===== src/rtl/regfile_dumper.sv =====
// -----------------------------------------------------------------------------
// regfile_dumper
//
// Sequential read-side master for the register file. A start pulse in IDLE
// launches a sweep over registers 0..NUM_REGS-1 through one read port. Each
// word takes READ (index presented), LATCH (registered read data arrives) and
// SEND (beat held on a valid/ready handshake until the sink takes it).
//
// Optional feature macro: CHECKSUM_EN
//   defined   : after the last register beat a CSUM state sends one extra beat
//               carrying the wrapping sum of all words (dump_csum=1,
//               dump_last=1, dump_index=NUM_REGS-1).
//   undefined : no checksum state or accumulator; dump_csum is tied to 0 and
//               the last register beat carries dump_last=1.
//
// Parameters
//   NUM_REGS  number of registers swept
//   ADDR_W    register index width (NUM_REGS <= 2**ADDR_W)
//   DATA_W    register data width
//
// Ports
//   clk          clock, all state on posedge
//   reset        synchronous active-high reset, aborts any sweep
//   start        one-cycle sweep request, honoured only in IDLE
//   busy         high from the cycle after start is accepted through done
//   done         one-cycle pulse after the final beat transfers
//   rf_readReg   index to the register file read port
//   rf_readData  read data, valid one cycle after rf_readReg is sampled
//   dump_data    streamed word
//   dump_index   register index of dump_data
//   dump_csum    beat carries the checksum
//   dump_last    final beat of the sweep
//   dump_valid   beat valid
//   dump_ready   sink accepts the beat
// -----------------------------------------------------------------------------
module regfile_dumper #(
  parameter int NUM_REGS = 32,
  parameter int ADDR_W   = 5,
  parameter int DATA_W   = 32
) (
  input  logic              clk,
  input  logic              reset,
  input  logic              start,
  output logic              busy,
  output logic              done,
  output logic [ADDR_W-1:0] rf_readReg,
  input  logic [DATA_W-1:0] rf_readData,
  output logic [DATA_W-1:0] dump_data,
  output logic [ADDR_W-1:0] dump_index,
  output logic              dump_csum,
  output logic              dump_last,
  output logic              dump_valid,
  input  logic              dump_ready
);

  localparam logic [ADDR_W-1:0] LAST_IDX = ADDR_W'(NUM_REGS - 1);

  typedef enum logic [2:0] {
    S_IDLE,
    S_READ,
    S_LATCH,
    S_SEND,
`ifdef CHECKSUM_EN
    S_CSUM,
`endif
    S_DONE
  } state_t;

  state_t            r_state;
  state_t            w_state_nxt;

  logic              r_busy;
  logic              r_done;
  logic [ADDR_W-1:0] r_rf_readReg;
  logic [ADDR_W-1:0] r_index;
  logic [DATA_W-1:0] r_dump_data;
  logic [ADDR_W-1:0] r_dump_index;
  logic              r_dump_last;
  logic              r_dump_valid;

  logic              w_xfer;
  logic              w_last_idx;

`ifdef CHECKSUM_EN
  logic [DATA_W-1:0] r_checksum;
  logic              r_dump_csum;

  // Checksum is a plain modular sum; overflow wraps silently.
  function automatic logic [DATA_W-1:0] f_wrap_add(
    input logic [DATA_W-1:0] a,
    input logic [DATA_W-1:0] b
  );
    return a + b;
  endfunction
`endif

  assign w_xfer     = r_dump_valid & dump_ready;
  assign w_last_idx = (r_index == LAST_IDX);

  // ---------------------------------------------------------------------------
  // Next-state logic
  // ---------------------------------------------------------------------------
  always_comb begin
    w_state_nxt = r_state;
    case (r_state)
      S_IDLE:  if (start) w_state_nxt = S_READ;
      S_READ:  w_state_nxt = S_LATCH;
      S_LATCH: w_state_nxt = S_SEND;
      S_SEND: begin
        if (w_xfer) begin
          if (!w_last_idx) begin
            w_state_nxt = S_READ;
          end else begin
`ifdef CHECKSUM_EN
            w_state_nxt = S_CSUM;
`else
            w_state_nxt = S_DONE;
`endif
          end
        end
      end
`ifdef CHECKSUM_EN
      S_CSUM:  if (w_xfer) w_state_nxt = S_DONE;
`endif
      S_DONE:  w_state_nxt = S_IDLE;
      default: w_state_nxt = S_IDLE;
    endcase
  end

  // ---------------------------------------------------------------------------
  // State and datapath registers
  // ---------------------------------------------------------------------------
  always_ff @(posedge clk) begin
    if (reset) begin
      r_state      <= S_IDLE;
      r_busy       <= 1'b0;
      r_done       <= 1'b0;
      r_rf_readReg <= '0;
      r_index      <= '0;
      r_dump_data  <= '0;
      r_dump_index <= '0;
      r_dump_last  <= 1'b0;
      r_dump_valid <= 1'b0;
`ifdef CHECKSUM_EN
      r_checksum   <= '0;
      r_dump_csum  <= 1'b0;
`endif
    end else begin
      r_state <= w_state_nxt;
      case (r_state)
        S_IDLE: begin
          if (start) begin
            r_rf_readReg <= '0;
            r_index      <= '0;
            r_busy       <= 1'b1;
`ifdef CHECKSUM_EN
            r_checksum   <= '0;
`endif
          end
        end

        // S_READ: the file samples rf_readReg at the closing edge; nothing to do.

        S_LATCH: begin
          r_dump_data  <= rf_readData;
          r_dump_index <= r_index;
          r_dump_valid <= 1'b1;
`ifdef CHECKSUM_EN
          // The checksum beat is the true last beat, so register beats never are.
          r_dump_last  <= 1'b0;
          r_dump_csum  <= 1'b0;
          r_checksum   <= f_wrap_add(r_checksum, rf_readData);
`else
          r_dump_last  <= w_last_idx;
`endif
        end

        S_SEND: begin
          if (w_xfer) begin
            r_dump_valid <= 1'b0;
            if (!w_last_idx) begin
              r_index      <= r_index + ADDR_W'(1);
              r_rf_readReg <= r_index + ADDR_W'(1);
            end else begin
`ifdef CHECKSUM_EN
              // Present the checksum beat immediately in the CSUM cycle.
              r_dump_data  <= r_checksum;
              r_dump_index <= LAST_IDX;
              r_dump_csum  <= 1'b1;
              r_dump_last  <= 1'b1;
              r_dump_valid <= 1'b1;
`else
              r_done       <= 1'b1;
`endif
            end
          end
        end

`ifdef CHECKSUM_EN
        S_CSUM: begin
          if (w_xfer) begin
            r_dump_valid <= 1'b0;
            r_done       <= 1'b1;
          end
        end
`endif

        S_DONE: begin
          r_done <= 1'b0;
          r_busy <= 1'b0;
        end

        default: ;
      endcase
    end
  end

  assign busy       = r_busy;
  assign done       = r_done;
  assign rf_readReg = r_rf_readReg;
  assign dump_data  = r_dump_data;
  assign dump_index = r_dump_index;
  assign dump_last  = r_dump_last;
  assign dump_valid = r_dump_valid;
`ifdef CHECKSUM_EN
  assign dump_csum  = r_dump_csum;
`else
  assign dump_csum  = 1'b0;
`endif

endmodule


===== config.mk =====
export PLATFORM = sky130hd
export DESIGN_NAME = regfile_dumper
export DESIGN_NICKNAME = d
export VERILOG_FILES = /design/src/rtl/regfile_dumper.sv
export SDC_FILE = /design/constraint.sdc
export NUM_CORES = 1
export LEC_CHECK = 0
export BUFFER_PORTS_ARGS = -buffer_cell sky130_fd_sc_hd__buf_2
export CAP_MARGIN = 20
export CORE_MARGIN = 2
export CORE_UTILIZATION = 50
export CTS_CLUSTER_DIAMETER = 60
export DETAILED_ROUTE_END_ITERATION = 12
export GPL_TIMING_DRIVEN = 0
export PLACE_DENSITY = 0.88
export SLEW_MARGIN = 20
export SYNTH_ARGS = -nofsm -noshare
export SYNTH_HDL_FRONTEND = slang
export SYNTH_SLANG_ARGS = --single-unit

===== constraint.sdc =====
create_clock -name clk -period 4.58 [get_ports clk]
set_clock_uncertainty 0.05 [all_clocks]
set_input_delay 0.229 -clock clk [delete_from_list [all_inputs] [get_ports clk]]
set_output_delay 0.229 -clock clk [all_outputs]
set_load 0.05 [all_outputs]

==> flow_summary.json, run 1 <==
{
  "syn_nets": 264,
  "maxCapViolations": 0,
  "post-dp-hpwl_um": 3050,
  "port_buffers": 81,
  "yosysUniqueCellTypes": 32,
  "drive_gt1_share_pct": 31.0,
  "yosysSeqAreaShare_pct": 52.2,
  "io_pins": 83,
  "root_buffer": "clkbuf_8",
  "hold_viol": 0,
  "syn-cell-area_mm2": 0.00188,
  "via_per_inst": 4.98,
  "syn_to_final_growth_pct": 28.7,
  "gp_congestion": 0.783,
  "critical_path_class": "reg -> reg",
  "die_x_um": 65.3,
  "first_iter_violations": 98,
  "grt_util_all_layers_pct": 20.3,
  "first_pass_iters": 4,
  "synth.avg_cell_area_um2": 8.31,
  "slew_viol_final": 0,
  "fin_area_mm2": 0.00242,
  "fin_nets": 352,
  "cp-end-kind": "flop",
  "rsz0062_at_grt": "no",
  "synth_edf_count": 0,
  "diodes": 0,
  "first_global_vias": 1562,
  "powerDensity_mw_per_mm2": 348,
  "ys_dominant_reg_cell": "dfxtp_1",
  "ys_warn_count": 0,
  "worst_ep_arrival_time_ps": 2000,
  "critPathRequiredTime_ps": 4730,
  "antenna_found_initial": 0,
  "die_h_um": 65.3,
  "postCtsSetupRepairBufs": 0,
  "ys_seq_elements": 49,
  "synthCells": 226,
  "finalSetupViolations": 0,
  "cts_buffers": 5,
  "period_share_pct": 40.4,
  "die-area_mm2": 0.00426,
  "detailed_place.area_mm2": 0.00234,
  "status": "finished clean",
  "cp-start-kind": "flop",
  "grt_max_degree": 14,
  "grt_pass1_wl_um": 6800,
  "critPathMaxFanout": 6,
  "ant_nets": 0,
  "overflow": 0,
  "drc": 0,
  "leakage_nw": 1.12,
  "cts_tree": "yes",
  "hold_buffers": 0,
  "ctsResizeCount": 0,
  "clkLatencyLatePin_ps": 290,
  "worst_ir_drop_vdd_mv": 0.267,
  "detail_route.wl_per_cell_um": 11.5,
  "fin_crit_ps": 1850,
  "routed-via-count": 1798,
  "synth-async-reset-ratio_pct": 0,
  "tns_ps": 0,
  "clk_pin_slew_ps": 80,
  "num_rows": 22,
  "cts.htree.levels": 2,
  "min_path_type": "in -> reg",
  "start_util_pct": 51.7,
  "fmax_mhz": 540,
  "drt_wl_total_um": 4140,
  "core_area_mm2": 0.00363,
  "clk_path_buf_depth": 2,
  "clock_sinks": 49
}
[synth_stat cells, drive strengths merged, types with 3 or more instances]
master / number / area (µm²)
nand2: 80 / 300
dfxtp: 49 / 981
a21oi: 40 / 200
clkbuf: 8 / 30.0
buf: 7 / 52.5
nor2: 4 / 15.0
nand3: 3 / 15.0
nand3b: 3 / 22.5
nand4: 3 / 18.8
[worst max-delay path: stages (launching register included)]
cell and delay (ps):
dfxtp_1 360, ha_1 220, and3_1 180, ha_1 260
nor2_1 330, a21boi_4 120, a31o_1 220
[final timing paths]
kind                                      start            end  slack (ps)  cells past startpoint
worst max-delay path                 r_index[0]     r_index[0]        2730                      6
worst min-delay path            rf_readData[17]  dump_data[17]         120                      3
worst max register to register       r_index[0]     r_index[0]        2730                      6
worst min register to register    dump_data[25]  dump_data[25]         400                      2
[flip-flops by register name, indices dropped and copies added (netlist names)]
register / count
busy: 1
r_state: 3
done: 1
dump_index: 5
r_index: 5
dump_data: 32
dump_valid: 1
dump_last: 1
[report_power, final]
part	internal [W]	switching [W]	total, W
Clock	0.000101	0.000126	0.000226
Sequential	0.000444	0.0000118	0.000456
Combinational	0.0000458	0.000112	0.000158
[layout by cell type, fill, tap and decap left out, drive strengths merged, types with 3 or more instances in the layout]
cell type	instances
clkbuf	13
dfxtp	49
nor2	4
nand3	3
buf	88
a21oi	40
nand3b	3
nand4	3
nand2	80
[cell families after synthesis]
family,Yosys count,share of synthesized area [%]
AO/OA/AOI/OAI,48,14.5
buffers and inverters,17,4.80
other,1,0.200
flip-flops,49,52.2
adder cells (fa/ha/maj),2,1.33
multiplexers,2,1.07
AND/OR/NAND/NOR,107,25.9
[layer usage]
metal	GRT usage (%)	wire length (µm)
met5	0	0
met4	6.25	49
met3	4.97	262
met2	33.9	1940
met1	26.0	1890
[stage by stage]
step	setup slack (ps)	total power [W]	hold WS, ps	instances	utilization, %
CTS	2750	0.000847	109	361	66.5
floorplan	2670	0.000579	315	226	-
finish	2730	0.000840	117	361	66.5
detailed placement	2760	0.000624	393	355	64.5
global route	2650	0.000882	108	361	66.5
global placement	2800	0.000622	390	355	64.5
[area by class of cell]
type | instances | area (µm²)
buffer | 15 | 82.6
clock buffer | 5 | 68.8
clock inverter | 1 | 5.00
fill | 337 | 1220
inverter | 2 | 7.51
multi-input combinational | 160 | 807
sequential | 49 | 981
tap | 48 | 60.1
timing repair buffer | 81 | 405
No activity file was read; power rests on OpenSTA's default activity.
==> inputs of run 2 (changes only) <==
CORE_UTILIZATION = 42   (was 50)
PLACE_DENSITY = 0.79   (was 0.88)
clock period = 1.5 ns   (was 4.58 ns; I/O delays follow)
==> flow_summary.json, run 2 (synthesis results as in run 1) <==
{
  "largest_reg_flops": 32,
  "clock_sinks": 49,
  "numPlacedInstances": 359,
  "overflow": 0,
  "power.internal_w": 0.00198,
  "diodes": 0,
  "worst_ir_drop_vdd_mv": 0.540,
  "clk_pin_slew_ps": 90,
  "syn_to_final_growth_pct": 55.1,
  "maxCapViolations": 0,
  "hold_end": "busy",
  "cts_tree": "yes",
  "die_x_um": 70.9,
  "critical_path_class": "reg -> reg",
  "powerDensity_mw_per_mm2": 967,
  "grt_util_all_layers_pct": 20.5,
  "setup_slack_ps": -19.1,
  "hold_viol": 0,
  "cpLargestDelayFamily": "simple AND/OR/NAND/NOR gates",
  "final_common_cell": "buf_2",
  "ant_nets": 0,
  "critPathRequiredTime_ps": 1630,
  "clkLatencyLatePin_ps": 300,
  "die-area_mm2": 0.00502,
  "io_pins": 83,
  "grt_pass1_wl_um": 8150,
  "num_rows": 24,
  "cts_buffers": 5,
  "root_buffer": "clkbuf_8",
  "first_iter_violations": 123,
  "drt_wl_total_um": 5210,
  "path_depth": 6,
  "instances_no_fill": 405,
  "fmax_mhz": 658,
  "start_util_pct": 43.4,
  "grt_max_degree": 15,
  "status": "finished, violations left",
  "clk_path_buf_depth": 2,
  "gp_congestion": 0.780,
  "slew_viol_final": 0,
  "mostFrequentLayoutCells": "buf_2, nand2_1, dfxtp_1, a21oi_1, dlygate4sd3_1",
  "cts.htree.levels": 2,
  "slowest_delay_ps": 360,
  "via_per_inst": 4.77,
  "die_h_um": 70.9,
  "leakage_nw": 1.31,
  "fin_nets": 390,
  "cp-end-kind": "flop",
  "timing.rr.end": "r_index[2]",
  "rsz0062_at_grt": "yes",
  "r2r_setup_slack_ps": -20,
  "critPathMaxFanout": 4,
  "violations": "negative setup slack",
  "power_w": 0.00282,
  "fin_crit_ps": 1520,
  "slowest_stage": "dfxtp_4",
  "crit_buf_inv": 0,
  "port_buffers": 81,
  "first_pass_iters": 4,
  "hold_depth": 3,
  "cp-start-kind": "flop",
  "switching_share_pct": 29.6,
  "core_area_mm2": 0.00432,
  "drc": 0,
  "finalSetupViolations": 2,
  "seqPwrFrac_pct": 49.4,
  "detail_route.wl_per_cell_um": 12.9,
  "timing.rr.start": "r_index[0]",
  "period_share_pct": 101,
  "min_path_type": "in -> reg",
  "worst_ep_arrival_time_ps": 1650,
  "cp_common_cell": "ha_4",
  "p_clk_share_pct": 30.2,
  "cp_cell_sequence": "ha_4 -> and3_4 -> ha_4 -> or2_4 -> o2111ai_2 -> nand3_1",
  "min-delay-start": "start",
  "first_global_vias": 1746,
  "power.switching_w": 0.000834,
  "routed-via-count": 1930,
  "reg2regPathDepth": 6,
  "drive_gt1_share_pct": 34.3,
  "antenna_found_initial": 0,
  "comb_power_share_pct": 20.4,
  "post-dp-hpwl_um": 3090
}
[run 2: through the flow]
| step | cell area [µm²] | setup TNS (ps) | setup WS [ps] | util (%) | hold slack, ps |
|---|---|---|---|---|---|
| finish | 2910 | -36.2 | -19.1 | 67.4 | 71.8 |
| global route | 2910 | -155 | -75.2 | 67.4 | 92.2 |
| CTS | 2860 | -23.0 | -12.2 | 66.2 | 56.2 |
| detailed placement | 2390 | -262 | -67.0 | 55.3 | 271 |
| global placement | 2390 | -182 | -67.6 | 55.3 | 266 |
| floorplan | 1920 | -195 | -76.3 | - | 161 |
[run 2: worst reg2reg max path, stage by stage (launching register included)]
cell	delay [ps]
dfxtp_4	360
ha_4	150
and3_4	180
ha_4	170
or2_4	250
o2111ai_2	160
nand3_1	90
[run 2: worst max path at each step]
stage	to	slack, ps	startpoint
global route	r_index[2]	-80	r_index[1]
floorplan	r_index[2]	-80	r_index[1]
global placement	r_index[2]	-70	r_index[0]
detailed placement	r_index[2]	-70	r_index[0]
CTS	r_index[2]	-10	r_index[0]
finish	r_index[2]	-20	r_index[0]
[run 2: layout make-up]
class	instances	area, µm²
buffer	15	100
clock buffer	7	96.3
clock inverter	1	5.00
fill	378	1410
inverter	2	7.51
multi-input combinational	160	872
sequential	49	996
tap	52	65.1
timing repair buffer	119	771
[run 2: repair_timing]
item / CTS / global route
pin swaps: 3 / 1
hold buffers: 32 / 0
setup buffers: 3 / 3
setup endpoints to repair: 24 / 35
resized for setup: 8 / 9
endpoints found under the hold margin: 32 / 0
[run 2: power groups by stage]
stage          registers, W  logic (W)  clock network (W)
6_report            0.00139   0.000575           0.000851
5_1_grt             0.00140   0.000619           0.000931
4_1_cts             0.00139   0.000554           0.000871
3_5_place_dp        0.00142   0.000486                  0
3_3_place_gp        0.00142   0.000481                  0
2_1_floorplan       0.00160   0.000165                  0
[run 2: layer usage]
| layer | vias up | track usage [%] | part of all wire (%) |
|---|---|---|---|
| met1 | 860 | 25.0 | 43 |
| li1 | 1009 | - | - |
| met4 | 0 | 7.55 | 0.84 |
| met3 | 4 | 4.13 | 4.7 |
| met5 | - | 0 | 0 |
| met2 | 57 | 35.7 | 51 |
==> inputs of run 3 (changes only) <==
RECOVER_POWER = 100   (was not set)
==> flow_summary.json, run 3 (synthesis results as in run 1) <==
{
  "die-area_mm2": 0.00502,
  "detailed_place.area_mm2": 0.00239,
  "violations": "negative setup slack",
  "min_path_type": "in -> reg",
  "hold_viol": 0,
  "fin_area_mm2": 0.00286,
  "cts_tree": "yes",
  "setup_slack_ps": -18.8,
  "reg2regPathDepth": 6,
  "grt_util_all_layers_pct": 20.5,
  "drc": 0,
  "post-dp-hpwl_um": 3090,
  "critPathRequiredTime_ps": 1640,
  "die_x_um": 70.9,
  "slew_viol_final": 0,
  "maxCapViolations": 0,
  "leakage_nw": 1.12,
  "syn_to_final_growth_pct": 52.3,
  "first_pass_iters": 4,
  "clk_pin_slew_ps": 90,
  "final_common_cell": "nand2_1",
  "timing.rr.start": "r_index[0]",
  "grt_pass1_wl_um": 8150,
  "postLayoutCoreUtil_pct": 66.1,
  "period_share_pct": 101,
  "detail_route.wl_per_cell_um": 12.9,
  "rsz0062_at_grt": "yes",
  "via_per_inst": 4.81,
  "worst_slew_pin_slew_ps": 622,
  "start_util_pct": 43.4,
  "grt_max_degree": 15,
  "worst_ir_drop_vdd_mv": 0.538,
  "clock_sinks": 49,
  "port_buffers": 81,
  "hold_end": "busy",
  "clkLatencyLatePin_ps": 300,
  "critPathMaxFanout": 4,
  "fmax_mhz": 658,
  "timing.rr.end": "r_index[2]",
  "critical_path_class": "reg -> reg",
  "cts.htree.levels": 2,
  "die_h_um": 70.9,
  "drive_gt1_share_pct": 22.4,
  "first_global_vias": 1746,
  "power_w": 0.00281,
  "first_iter_violations": 112,
  "fill_cells": 400,
  "finalSetupViolations": 2,
  "io_pins": 83,
  "hold_depth": 3,
  "largest_reg_flops": 32,
  "tns_ps": -36.0,
  "diodes": 0,
  "mostFrequentLayoutCells": "nand2_1, clkbuf_1, dfxtp_1, a21oi_1, buf_2",
  "slew_headroom_pct": 58.7,
  "r2r_setup_slack_ps": -20,
  "fin_nets": 390,
  "num_rows": 24,
  "gp_congestion": 0.780,
  "powerDensity_mw_per_mm2": 981,
  "root_buffer": "clkbuf_8",
  "clk_path_buf_depth": 2,
  "status": "finished, violations left",
  "drt_wl_total_um": 5210,
  "cts_buffers": 5,
  "cp-start-kind": "flop",
  "cp-end-kind": "flop",
  "worst_ep_arrival_time_ps": 1660,
  "overflow": 0,
  "min-delay-start": "start",
  "antenna_found_initial": 0,
  "routed-via-count": 1949,
  "core_area_mm2": 0.00432,
  "fin_crit_ps": 1520,
  "ant_nets": 0
}
run 3: changes by cell type in the layout (fill, tap and decap cells not counted):
cell | previous run | this run
clkbuf_2 | 2 | 5
buf_2 | 81 | 36
clkbuf_1 | 6 | 48
run 3: cell type report:
type	count	area (µm²)	area share, %
flip-flops and latches	49	996	34.8
inverters	2	7.51	0.262
repair buffers	119	718	25.1
multi-input cells	160	872	30.5
clock buffers	7	96.3	3.37
plain buffers	15	100	3.50
well taps	52	65.1	2.27
clock inverters	1	5.00	0.175
run 3: metrics by stage:
step           cells  setup slack (ps)  hold WS, ps
3_5_place_dp     359             -67.0          271
3_3_place_gp     359             -67.6          266
6_report         405             -18.8         65.9
5_1_grt          405             -75.2         92.2
2_1_floorplan    226             -76.3          161
4_1_cts          402             -12.2         56.2
run 3: critical path, stage by stage, from the launching register on:
cell,delay (ps)
dfxtp_4,360
ha_4,150
and3_4,180
ha_4,170
or2_4,250
o2111ai_2,160
nand3_1,90
run 3: how the worst max path moves through the flow:
| stage | slack (ps) | from | to | cells past startpoint |
|---|---|---|---|---|
| final | -20 | r_index[0] | r_index[2] | 6 |
| after global routing | -80 | r_index[1] | r_index[2] | 6 |
| after CTS | -10 | r_index[0] | r_index[2] | 6 |
| after detailed placement | -70 | r_index[0] | r_index[2] | 6 |
| after global placement | -70 | r_index[0] | r_index[2] | 6 |
| after floorplan | -80 | r_index[1] | r_index[2] | 6 |
run 3: where the power goes:
part / internal, W / switching, W / leakage (nW)
registers: 0.00135 / 0.0000385 / 0.402
clock network: 0.000417 / 0.000435 / 0.0542
logic: 0.000197 / 0.000363 / 0.669
total: 0.00197 / 0.000837 / 1.12
run 3: timing repair:
item	4_1_cts	5_1_grt
setup endpoints to repair	24	35
setup buffers	3	3
gates resized for setup	8	9
endpoints found under the hold margin	32	0
pin swaps	3	1
hold buffers	32	0
run 3: routing by layer:
| metal | global-route usage [%] | share of wire [%] |
|---|---|---|
| met3 | 4.13 | 5.3 |
| met5 | 0 | 0 |
| met4 | 7.55 | 0.94 |
| met1 | 25.0 | 42 |
| met2 | 35.7 | 51 |
